## src/rtl/zapper_input_arb.sv

```systemverilog
// Zapper input arbiter: chooses whether the PS/2 mouse or the analog stick
// drives the lightgun position and trigger, hands ownership over after the
// owner has been idle for HOLD_FRAMES frames, and suppresses the trigger for
// GUARD_FRAMES frames while the source changes.
// Optional feature macro: ZAPPER_ARB_RELEASE_EN -- after entering JOY the
// trigger stays low until joy_btn has been seen released at least once.
module zapper_input_arb #(
    parameter int DEADZONE     = 16,
    parameter int HOLD_FRAMES  = 60,
    parameter int GUARD_FRAMES = 2
) (
    input  logic        clk,
    input  logic        reset,
    input  logic [24:0] ps2_mouse,
    input  logic [15:0] analog,
    input  logic        joy_btn,
    input  logic        frame_tick,
    input  logic [1:0]  force_src,
    output logic        mode,
    output logic        trigger_mode,
    output logic        analog_trigger,
    output logic [1:0]  state,
    output logic        switch_pulse
);

    typedef enum logic [1:0] {
        ST_MOUSE = 2'b00,
        ST_JOY   = 2'b01,
        ST_GUARD = 2'b10
    } arb_state_t;

    localparam int IDLE_W  = (HOLD_FRAMES  < 1) ? 1 : $clog2(HOLD_FRAMES + 1);
    localparam int GUARD_W = (GUARD_FRAMES < 1) ? 1 : $clog2(GUARD_FRAMES + 1);
    localparam logic [IDLE_W-1:0]  HOLD_MAX  = IDLE_W'(HOLD_FRAMES);
    localparam logic [GUARD_W-1:0] GUARD_MAX = GUARD_W'(GUARD_FRAMES);
    localparam logic [8:0]         DEAD_MAG  = 9'(DEADZONE);

    arb_state_t         state_q, state_d;
    logic               target_q, target_d;
    logic [IDLE_W-1:0]  idle_cnt_q, idle_cnt_d;
    logic [GUARD_W-1:0] guard_cnt_q, guard_cnt_d;
    logic               mouse_tog_q, mouse_tog_d;
    logic               mode_q, mode_d;
    logic               trigger_mode_q, trigger_mode_d;
    logic               analog_trigger_q, analog_trigger_d;
    logic               switch_pulse_q, switch_pulse_d;
`ifdef ZAPPER_ARB_RELEASE_EN
    logic               release_ok_q, release_ok_d;
`endif

    logic [8:0] x_ext, y_ext, x_mag, y_mag;
    logic       mouse_act, joy_act;
    logic       owner_joy, owner_act, other_act;
    logic       force_valid, force_joy;
    logic       unused_mouse_bits;

    // Mouse packet bits [7:1] carry nothing the arbiter needs.
    assign unused_mouse_bits = ^ps2_mouse[7:1];

    // Stick magnitudes use 9 bits so that -128 becomes +128 rather than wrapping.
    assign x_ext = {analog[7], analog[7:0]};
    assign y_ext = {analog[15], analog[15:8]};
    assign x_mag = x_ext[8] ? (~x_ext + 9'd1) : x_ext;
    assign y_mag = y_ext[8] ? (~y_ext + 9'd1) : y_ext;

    assign mouse_act = (ps2_mouse[24] != mouse_tog_q) &&
                       ((ps2_mouse[15:8] != 8'd0) || (ps2_mouse[23:16] != 8'd0) || ps2_mouse[0]);
    assign joy_act   = (x_mag > DEAD_MAG) || (y_mag > DEAD_MAG) || joy_btn;

    assign owner_joy   = (state_q == ST_JOY);
    assign owner_act   = owner_joy ? joy_act : mouse_act;
    assign other_act   = owner_joy ? mouse_act : joy_act;
    assign force_valid = (force_src == 2'b01) || (force_src == 2'b10);
    assign force_joy   = (force_src == 2'b10);

    // Next-state logic: ownership decisions, counters and the registered outputs that follow the next state.
    always_comb begin
        state_d        = state_q;
        target_d       = target_q;
        idle_cnt_d     = idle_cnt_q;
        guard_cnt_d    = guard_cnt_q;
        mouse_tog_d    = ps2_mouse[24];
        switch_pulse_d = 1'b0;

        case (state_q)
            ST_MOUSE, ST_JOY: begin
                if (force_valid && (force_joy != owner_joy)) begin
                    state_d        = ST_GUARD;
                    target_d       = force_joy;
                    guard_cnt_d    = '0;
                    idle_cnt_d     = '0;
                    switch_pulse_d = 1'b1;
                end else if (!force_valid && other_act && !owner_act && (idle_cnt_q == HOLD_MAX)) begin
                    state_d        = ST_GUARD;
                    target_d       = !owner_joy;
                    guard_cnt_d    = '0;
                    idle_cnt_d     = '0;
                    switch_pulse_d = 1'b1;
                end else if (owner_act) begin
                    idle_cnt_d = '0;
                end else if (frame_tick && (idle_cnt_q != HOLD_MAX)) begin
                    idle_cnt_d = idle_cnt_q + IDLE_W'(1);
                end
            end
            ST_GUARD: begin
                if (force_valid) begin
                    target_d = force_joy;
                end
                if (guard_cnt_q == GUARD_MAX) begin
                    state_d    = target_d ? ST_JOY : ST_MOUSE;
                    idle_cnt_d = '0;
                end else if (frame_tick) begin
                    guard_cnt_d = guard_cnt_q + GUARD_W'(1);
                end
            end
            default: begin
                state_d = ST_MOUSE;
            end
        endcase

        mode_d         = (state_d == ST_JOY) || ((state_d == ST_GUARD) && target_d);
        trigger_mode_d = mode_d;
`ifdef ZAPPER_ARB_RELEASE_EN
        release_ok_d     = (state_d == ST_JOY) && (((state_q == ST_JOY) && release_ok_q) || !joy_btn);
        analog_trigger_d = (state_d == ST_JOY) && joy_btn && release_ok_d;
`else
        analog_trigger_d = (state_d == ST_JOY) && joy_btn;
`endif
    end

    // State and output registers; reset resamples the mouse toggle so no packet is seen spuriously.
    always_ff @(posedge clk) begin
        if (reset) begin
            state_q          <= ST_MOUSE;
            target_q         <= 1'b0;
            idle_cnt_q       <= '0;
            guard_cnt_q      <= '0;
            mouse_tog_q      <= ps2_mouse[24];
            mode_q           <= 1'b0;
            trigger_mode_q   <= 1'b0;
            analog_trigger_q <= 1'b0;
            switch_pulse_q   <= 1'b0;
`ifdef ZAPPER_ARB_RELEASE_EN
            release_ok_q     <= 1'b0;
`endif
        end else begin
            state_q          <= state_d;
            target_q         <= target_d;
            idle_cnt_q       <= idle_cnt_d;
            guard_cnt_q      <= guard_cnt_d;
            mouse_tog_q      <= mouse_tog_d;
            mode_q           <= mode_d;
            trigger_mode_q   <= trigger_mode_d;
            analog_trigger_q <= analog_trigger_d;
            switch_pulse_q   <= switch_pulse_d;
`ifdef ZAPPER_ARB_RELEASE_EN
            release_ok_q     <= release_ok_d;
`endif
        end
    end

    assign state          = state_q;
    assign mode           = mode_q;
    assign trigger_mode   = trigger_mode_q;
    assign analog_trigger = analog_trigger_q;
    assign switch_pulse   = switch_pulse_q;

endmodule

```

## config.mk

```make
export PLATFORM = sky130hd
export DESIGN_NAME = zapper_input_arb
export DESIGN_NICKNAME = d
export VERILOG_FILES = /design/src/rtl/zapper_input_arb.sv
export SDC_FILE = /design/constraint.sdc
export NUM_CORES = 1
export LEC_CHECK = 0
export BUFFER_PORTS_ARGS = -buffer_cell sky130_fd_sc_hd__buf_2
export CORE_UTILIZATION = 43
export DETAILED_ROUTE_END_ITERATION = 10
export PLACE_DENSITY = 0.76
export SYNTH_ARGS = -nofsm -noshare
export SYNTH_HDL_FRONTEND = slang
export SYNTH_SLANG_ARGS = --single-unit
```

## constraint.sdc

```tcl
create_clock -name clk -period 2 [get_ports clk]
set_input_delay 0.2 -clock clk [delete_from_list [all_inputs] [get_ports clk]]
set_output_delay 0.2 -clock clk [all_outputs]
set_load 0.02 [all_outputs]
```

== Yosys cells after proc, flatten, opt, wreduce, memory -nomap -nowiden ==
Index checks and enable logic that the tools add are counted.

* Add/subtract/negate cells: 4
* Order comparisons: 2
* Equal/unequal tests: 16
* Muxes and demuxes: 27
* Bitwise operators: 3
* Reduce and logical (&&, ||, !) cells: 25

{| class="wikitable"
|+ Operator list
! cell !! count
|-
| two-way mux 6 bit || 5
|-
| adder 9 x 1 -> 9 bit (second input constant) || 2
|-
| greater-than comparator 9 x 5 -> 1 bit (second input constant) || 2
|-
| two-way mux 9 bit || 2
|-
| inverter 9 bit || 2
|-
| nonzero test 8 bit || 2
|-
| two-way mux 2 bit || 7
|-
| case mux 6 bit (2 select lines) || 1
|-
| two-way mux 1 bit || 9
|-
| equality test 2 bit (second input constant) || 4
|-
| logical AND 1 bit || 8
|-
| case mux 2 bit (2 select lines) || 2
|-
| adder 6 x 1 -> 6 bit (second input constant) || 1
|-
| equality test 2 x 1 -> 1 bit (second input constant) || 3
|-
| equality test 6 bit (second input constant) || 1
|-
| logical OR 1 bit || 6
|-
| != test 2 bit (second input constant) || 3
|-
| != test 6 bit (second input constant) || 1
|-
| != test 5 bit (second input constant) || 1
|-
| AND reduction 4 bit || 1
|-
| OR reduction 2 bit || 2
|-
| logical NOT 1 bit || 3
|-
| != test 3 bit (second input constant) || 1
|-
| AND reduction 3 bit || 1
|-
| other kinds (6) || 7
|}

* Register bits: 15
* Input port bits: 47
* Logic and storage cells: 85

== Depth between registers and ports, before layout ==
Gate-level depths: netlist (run 1).

* Word-level depth: 16
* Mapped depth: 10
* Mapped depth without buffers: 10

== Worst setup path before layout (run 1) ==
No wires, ideal clock.

* Kind: input -> register
* Start: input port analog[0]
* End: register trigger_mode_q (netlist: trigger_mode)
* Setup time: 116 ps
* Data arrival time: 2052 ps
* Slack: -169 ps
* Stages on the path: 8
* Path through: or4_4 -> a2111oi_4 -> a211o_2 -> o211ai_4 -> or2_4 -> o21ai_2 -> nand3b_1 -> a41o_1

* Word-level cells in the longest chain between the ends: 16
* Elaborated cells between the ends (all ways): 22

{| class="wikitable"
|+ RTL lines
! item !! RTL line !! text
|-
| start, declared || 15 || <nowiki>input logic [15:0] analog,</nowiki>
|-
| inverter 9 bit || 63 || <nowiki>assign x_mag = x_ext[8] ? (~x_ext + 9'd1) : x_ext;</nowiki>
|-
| adder 9 x 1 -> 9 bit || 63 ||
|-
| two-way mux 9 bit (*) || 63 ||
|-
| greater-than comparator 9 x 5 -> 1 bit (*) || 68 || <nowiki>assign joy_act = (x_mag > DEAD_MAG) || (y_mag > DEAD_MAG) || joy_btn;</nowiki>
|-
| logical OR 1 bit (*) (2 in a row) || 68 ||
|-
| two-way mux 1 bit, on equally long branches || 72, 71 ||
|-
| logical AND 1 bit or logical NOT 1 bit (tied branches) || 93 || <nowiki>end else if (!force_valid && other_act && !owner_act && (idle_cnt_q == HOLD_MAX)) begin</nowiki>
|-
| logical AND 1 bit (*) (2 in a row) || 93 ||
|-
| two-way mux 2 bit || 93 ||
|-
| two-way mux 2 bit || 87 || <nowiki>if (force_valid && (force_joy != owner_joy)) begin</nowiki>
|-
| case mux 2 bit (2 select lines) || 85 || <nowiki>case (state_q)</nowiki>
|-
| equality test 2 bit || 121 || <nowiki>mode_d = (state_d == ST_JOY) || ((state_d == ST_GUARD) && target_d);</nowiki>
|-
| logical AND 1 bit || 121 ||
|-
| logical OR 1 bit (*) || 121 ||
|-
| end signal, assigned || 153 || <nowiki>trigger_mode_q <= trigger_mode_d;</nowiki>
|-
| end, declared || 44 || <nowiki>logic trigger_mode_q, trigger_mode_d;</nowiki>
|}

Every way passes the cells marked *; elsewhere a longest branch is shown, timed or not.
A chain may end at the register's enable or synchronous reset.

== Worst setup path in the final report (run 1) ==
* Start: input port analog[1]
* End: register trigger_mode_q (netlist: trigger_mode)

The elaborated chain is that of the path after synthesis.

==> impl_metrics.toml, run 1 <==
[outcome]
status = "complete, but fails checks"
violations = "negative setup slack"

[yosys]
ys_ff_latch = 15
yosys_warnings = 0
synth_ff_type = "dfxtp_1"
async_reset_ff_share_pct = 0
synth_edf_count = 0
syn_avg_cell_area_sq_um = 7.818
ys_types = 50
ys_seq_area_share_pct = 23.86
synth_cells = 161
syn_nets = 214
netlist_area_sq_mm = 0.001259

[worst_setup_path]
max_stage_delay_ns = 0.42
worstRegToRegCells = 8
crit_fanout = 5
start_kind = "primary input"
cp.buffers_inverters = 2
crit_type = "primary input to flop"
reg2reg_slack_ns = 0.09
cp-endpoint = "trigger_mode$_SDFF_PP0_"
cp.required_ns = 2.19
crit_path_end_kind = "flop"
cp.arrival_ns = 2.20
critPathTopFamily = "compound AO/OA/AOI/OAI gates"
reg2reg_to = "trigger_mode$_SDFF_PP0_"
worstReg2RegStart = "mouse_tog_q$_DFF_P_"
worstPathCellList = "buf_2, inv_1, ha_1, nand3b_1, a2111oi_1, a211o_2, o211ai_4, or2_4, o21ai_4, nand3b_1, a41o_1"
critPathMostFrequentCell = "nand3b_1"
cp_slowest_cell = "a2111oi_1"
crit_cells = 11
startpoint = "analog[1]"

[layout]
drive_gt1_share_pct = 38.39
layout_common_cells = "44 x buf_2, 17 x nor2_1, 17 x buf_4"
fillers = 242
areaGrowthSynthToFinish_pct = 36.18
finish.utilization_pct = 62.16
final_common_cell = "buf_2"
nets = 278
fin_area_sq_mm = 0.001714
n_antenna_cell = 0

[place]
dp_hpwl_um = 2326
gp_congestion = 0.8633
placed_area_sq_mm = 0.001628
port-buffer-count = 45
place_ws_ns = -0.2581

[timing]
post-route-period-util_pct = 100.3
finClkSkew_ns = 0.001885
fin_crit_ns = 2.006
max_slew.worst_pin.slew_ns = 0.5002
slew_headroom_pct = 66.61
hold_violations = 0
fin_ws_ns = -0.005792
fmax_ghz = 0.4986
rsz0062_at_grt = "true"
final_max_slew_viol_count = 0
fin_tns_setup_ns = -0.005792
setup_violations = 1

[floorplan]
die_y_um = 56.11
dieArea_sq_mm = 0.003148
chipWidth_um = 56.11
placementRows = 19
initial_core_util_pct = 45.64
io-pin-count = 53
core_area_sq_mm = 0.002758

[power_and_ir_drop]
ir_drop_mv = 0.4136
p_per_area_mw_per_mm2 = 438.8
leakagePower_nw = 0.7489

[global_route]
antenna_found_initial = 0
grt.total_usage_pct = 19.19
grt_max_degree = 17
grt.overflow.total = 0
grt_pass1_vias = 1216
grt_pass1_wl_um = 4899

[routing]
wl_um = 3248
vias = 1441
drtIter0Drc = 54
via_per_inst = 5.651
ant_nets = 0
drt-pass1-iter-count = 4
wire_per_inst_um = 12.74
post-route-drc-count = 0

[clock_tree]
cts_tree = "yes"
htreeDepth = 1
clk_pin_slew_ns = 0.09
clock_latency_ns = 0.30
cts_buffer_depth = 2
cts_inserted_buffers = 3
clock-root-buffer = "clkbuf_4"
cts_sinks = 15

[min_path]
hp-class = "primary input to flop"

[job]
max_cap_violations = 0
## worst min path at each step
stage / start / to / slack, ns / cells after the start
final: ps2_mouse[24] / mouse_tog_q$_DFF_P_ / 0.02 / 1
after global routing: ps2_mouse[24] / mouse_tog_q$_DFF_P_ / 0.02 / 1
after floorplan: ps2_mouse[24] / mouse_tog_q$_DFF_P_ / 0.23 / 0
after detailed placement: ps2_mouse[24] / mouse_tog_q$_DFF_P_ / 0.33 / 1
after global placement: ps2_mouse[24] / mouse_tog_q$_DFF_P_ / 0.33 / 1
after CTS: ps2_mouse[24] / mouse_tog_q$_DFF_P_ / 0.02 / 1
## metal layers
layer,track usage (%),share of wire [%],vias up
met5,0,0,-
met4,7.317,1.5,0
met3,3.488,7.0,7
met2,32.14,46,56
met1,24.39,45,652
li1,-,-,726
## logic make-up (layout without fill, tap and decap cells)
kind of cell             after synthesis  after routing  synth area share, %
buffers and inverters                 16             78                5.069
AND/OR/NAND/NOR                       76             76                31.11
multiplexers                           3              3                2.485
adder cells (fa/ha/maj)                6              6                5.964
XOR/XNOR                               3              3                2.088
AO/OA/AOI/OAI                         42             43                29.43
flip-flops                            15             15                23.86
## stage by stage
step	power, mW	hold slack, ns	std cells
floorplan	0.4477	0.2277	161
global placement	0.5456	0.3291	249
detailed placement	0.5496	0.3309	249
CTS	0.7354	0.01990	253
global route	0.7918	0.01935	255
finish	0.7522	0.02199	255
## cell type report
type,count,area (sq um),area share (%)
Inverter,12,45.04,2.628
Multi-Input combinational cell,131,940.9,54.89
Sequential cell,15,300.3,17.52
Tap cell,31,38.79,2.263
Timing Repair Buffer,62,362.8,21.17
Clock buffer,4,26.28,1.533
## what timing repair did
action	CTS	global route
resized for setup	0	11
setup endpoints to repair	0	10
buffers inserted	0	1
hold buffers	0	0
hold endpoints to repair	0	0
## state kept, by name, summed over array words and instances (netlist names)
signal / count
switch_pulse: 1
idle_cnt_q: 6
analog_trigger: 1
state: 2
guard_cnt_q: 2
trigger_mode: 1
target_q: 1
mouse_tog_q: 1
## Yosys cell counts, types with 3 or more instances
cell / instances / area share (%)
nor2_1: 17 / 5.1
nand2_1: 15 / 4.5
nor3_1: 7 / 2.8
or2_2: 3 / 1.5
a31oi_1: 4 / 2.0
nand2b_1: 4 / 2.0
dfxtp_1: 15 / 24
o21ai_0: 6 / 2.4
nor4_1: 3 / 1.5
nand3b_1: 3 / 1.8
nand3_1: 11 / 4.4
clkbuf_1: 3 / 0.89
inv_1: 12 / 3.6
a21oi_1: 6 / 2.4
ha_1: 6 / 6.0
nand4_1: 4 / 2.0
## report_power, final
part	total [mW]	switching (mW)	leakage, nW	internal (mW)
combinational	0.249	0.128	0.612	0.121
clock	0.186	0.108	0.0150	0.0778
sequential	0.318	0.00989	0.122	0.308
(Power assumes the default switching activity.)
==> inputs of run 2 (changes only) <==
--- a/config.mk
+++ b/config.mk
@@ -9,6 +9,7 @@
 export CORE_UTILIZATION = 43
 export DETAILED_ROUTE_END_ITERATION = 10
 export PLACE_DENSITY = 0.76
+export RECOVER_POWER = 100
 export SYNTH_ARGS = -nofsm -noshare
 export SYNTH_HDL_FRONTEND = slang
 export SYNTH_SLANG_ARGS = --single-unit
==> run 2 against run 1 <==
Compared with the run above: the flow still finishes with violations (negative setup slack); die area did not move; critical path depth did not move; cell count did not move; flip-flop and latch count did not move; maximum frequency rose by 0.20%; register-to-register slack barely moved; clock power barely moved; non-clock buffer count did not move; count of clock-buffer cells in the layout did not move; combinational power barely moved; largest power group unchanged; highest routed layer unchanged.
==> impl_metrics.toml, run 2 (synthesis results as in run 1) <==
[outcome]
status = "complete, but fails checks"
violations = "negative setup slack"

[worst_setup_path]
crit_fanout = 5
reg2reg_to = "trigger_mode$_SDFF_PP0_"
cp.buffers_inverters = 2
crit_path_end_kind = "flop"
cp.arrival_ns = 2.20
critPathMostFrequentCell = "nand3b_1"
worstRegToRegCells = 8
worstPathCellList = "buf_2, inv_1, ha_1, nand3b_1, a2111oi_1, a211o_2, o211ai_4, or2_4, o21ai_4, nand3b_1, a41o_1"
critPathTopFamily = "compound AO/OA/AOI/OAI gates"
cp.required_ns = 2.20
crit_cells = 11
crit_type = "primary input to flop"
cp_slowest_cell = "a2111oi_1"
worstReg2RegStart = "mouse_tog_q$_DFF_P_"
startpoint = "analog[1]"
cp-endpoint = "trigger_mode$_SDFF_PP0_"
reg2reg_slack_ns = 0.09
start_kind = "primary input"
max_stage_delay_ns = 0.42

[layout]
n_antenna_cell = 0
final_common_cell = "buf_2"
fin_area_sq_mm = 0.001707
largest-register = "idle_cnt_q"
finish.utilization_pct = 61.89
areaGrowthSynthToFinish_pct = 35.59
nets = 278
largest_reg_flops = 6
stdcell_count = 255
drive_gt1_share_pct = 35.71
layout_common_cells = "38 x buf_2, 17 x nor2_1, 17 x buf_4"

[timing]
post-route-period-util_pct = 100.1
fmax_ghz = 0.4995
fin_tns_setup_ns = -0.001833
fin_ws_ns = -0.001833
fin_crit_ns = 2.002
hold_violations = 0
finClkSkew_ns = 0.002106
rsz0062_at_grt = "true"
holdWs_ns = 0.03273
max_slew.worst_pin.slew_ns = 0.5216
final_max_slew_viol_count = 0
slew_headroom_pct = 65.18
setup_violations = 1

[routing]
wl_um = 3275
wire_per_inst_um = 12.84
ant_nets = 0
post-route-drc-count = 0
drt-pass1-iter-count = 4
vias = 1435
drtIter0Drc = 58
via_per_inst = 5.627

[floorplan]
io-pin-count = 53
core_area_sq_mm = 0.002758
dieArea_sq_mm = 0.003148
die_y_um = 56.11
initial_core_util_pct = 45.64
chipWidth_um = 56.11
placementRows = 19

[clock_tree]
clock-root-buffer = "clkbuf_4"
cts_tree = "yes"
htreeDepth = 1
cts_sinks = 15
clock_latency_ns = 0.30
cts_inserted_buffers = 3
cts_buffer_depth = 2
clk_pin_slew_ns = 0.09

[global_route]
grt.total_usage_pct = 19.19
grt_pass1_wl_um = 4899
antenna_found_initial = 0
grt.overflow.total = 0
grt_pass1_vias = 1216
grt_max_degree = 17

[power_and_ir_drop]
total_power_mw = 0.7530
leakagePower_nw = 0.7253
ir_drop_mv = 0.4058
p_per_area_mw_per_mm2 = 441.2

[place]
gp_congestion = 0.8633
dp.cells = 249
dp_hpwl_um = 2326
placed_area_sq_mm = 0.001628
place_ws_ns = -0.2581
port-buffer-count = 45

[job]
max_cap_violations = 0

[min_path]
holdPathStages = 1
hp-class = "primary input to flop"
[run 2: cell types whose count changed in the layout (fill, tap and decap cells not counted), sizes merged]
cell	before	now
clkbuf	4	10
buf	62	56
[run 2: where the power goes]
part / total (mW) / switching (mW) / internal (mW)
Sequential: 0.318 / 0.0104 / 0.308
Combinational: 0.247 / 0.127 / 0.120
Clock: 0.188 / 0.110 / 0.0779
Total: 0.753 / 0.247 / 0.506
[run 2: worst min path at each step]
stage                       start                  end  slack (ns)
detailed placement  ps2_mouse[24]  mouse_tog_q$_DFF_P_        0.33
floorplan           ps2_mouse[24]  mouse_tog_q$_DFF_P_        0.23
CTS                 ps2_mouse[24]  mouse_tog_q$_DFF_P_        0.02
finish              ps2_mouse[24]  mouse_tog_q$_DFF_P_        0.03
global route        ps2_mouse[24]  mouse_tog_q$_DFF_P_        0.04
global placement    ps2_mouse[24]  mouse_tog_q$_DFF_P_        0.33
[run 2: area by class of cell]
| type | count | area [sq um] |
|---|---|---|
| Sequential cell | 15 | 300.3 |
| Multi-Input combinational cell | 131 | 940.9 |
| Inverter | 12 | 45.04 |
| Tap cell | 31 | 38.79 |
| Timing Repair Buffer | 62 | 355.3 |
| Clock buffer | 4 | 26.28 |
| Fill cell | 248 | 1051 |
[run 2: worst register-to-register path: stages, from the launching register on]
cell and delay, ns:
dfxtp_1 0.33, xor2_1 0.23, o41ai_4 0.14, buf_4 0.18, buf_4 0.13, or2_4 0.27, o21ai_4 0.16, nand3b_1 0.11
a41o_1 0.25
[run 2: metal layers]
| metal | up-vias | global-route usage, % | wire, um |
|---|---|---|---|
| li1 | 728 | - | - |
| met2 | 53 | 32.14 | 1518 |
| met4 | 0 | 7.317 | 48 |
| met5 | - | 0 | 0 |
| met3 | 7 | 3.488 | 230 |
| met1 | 647 | 24.39 | 1478 |
[run 2: what timing repair did]
action | CTS | global route
endpoints found under the setup margin | 0 | 10
buffers inserted | 0 | 1
hold buffers | 0 | 0
resized for setup | 0 | 11
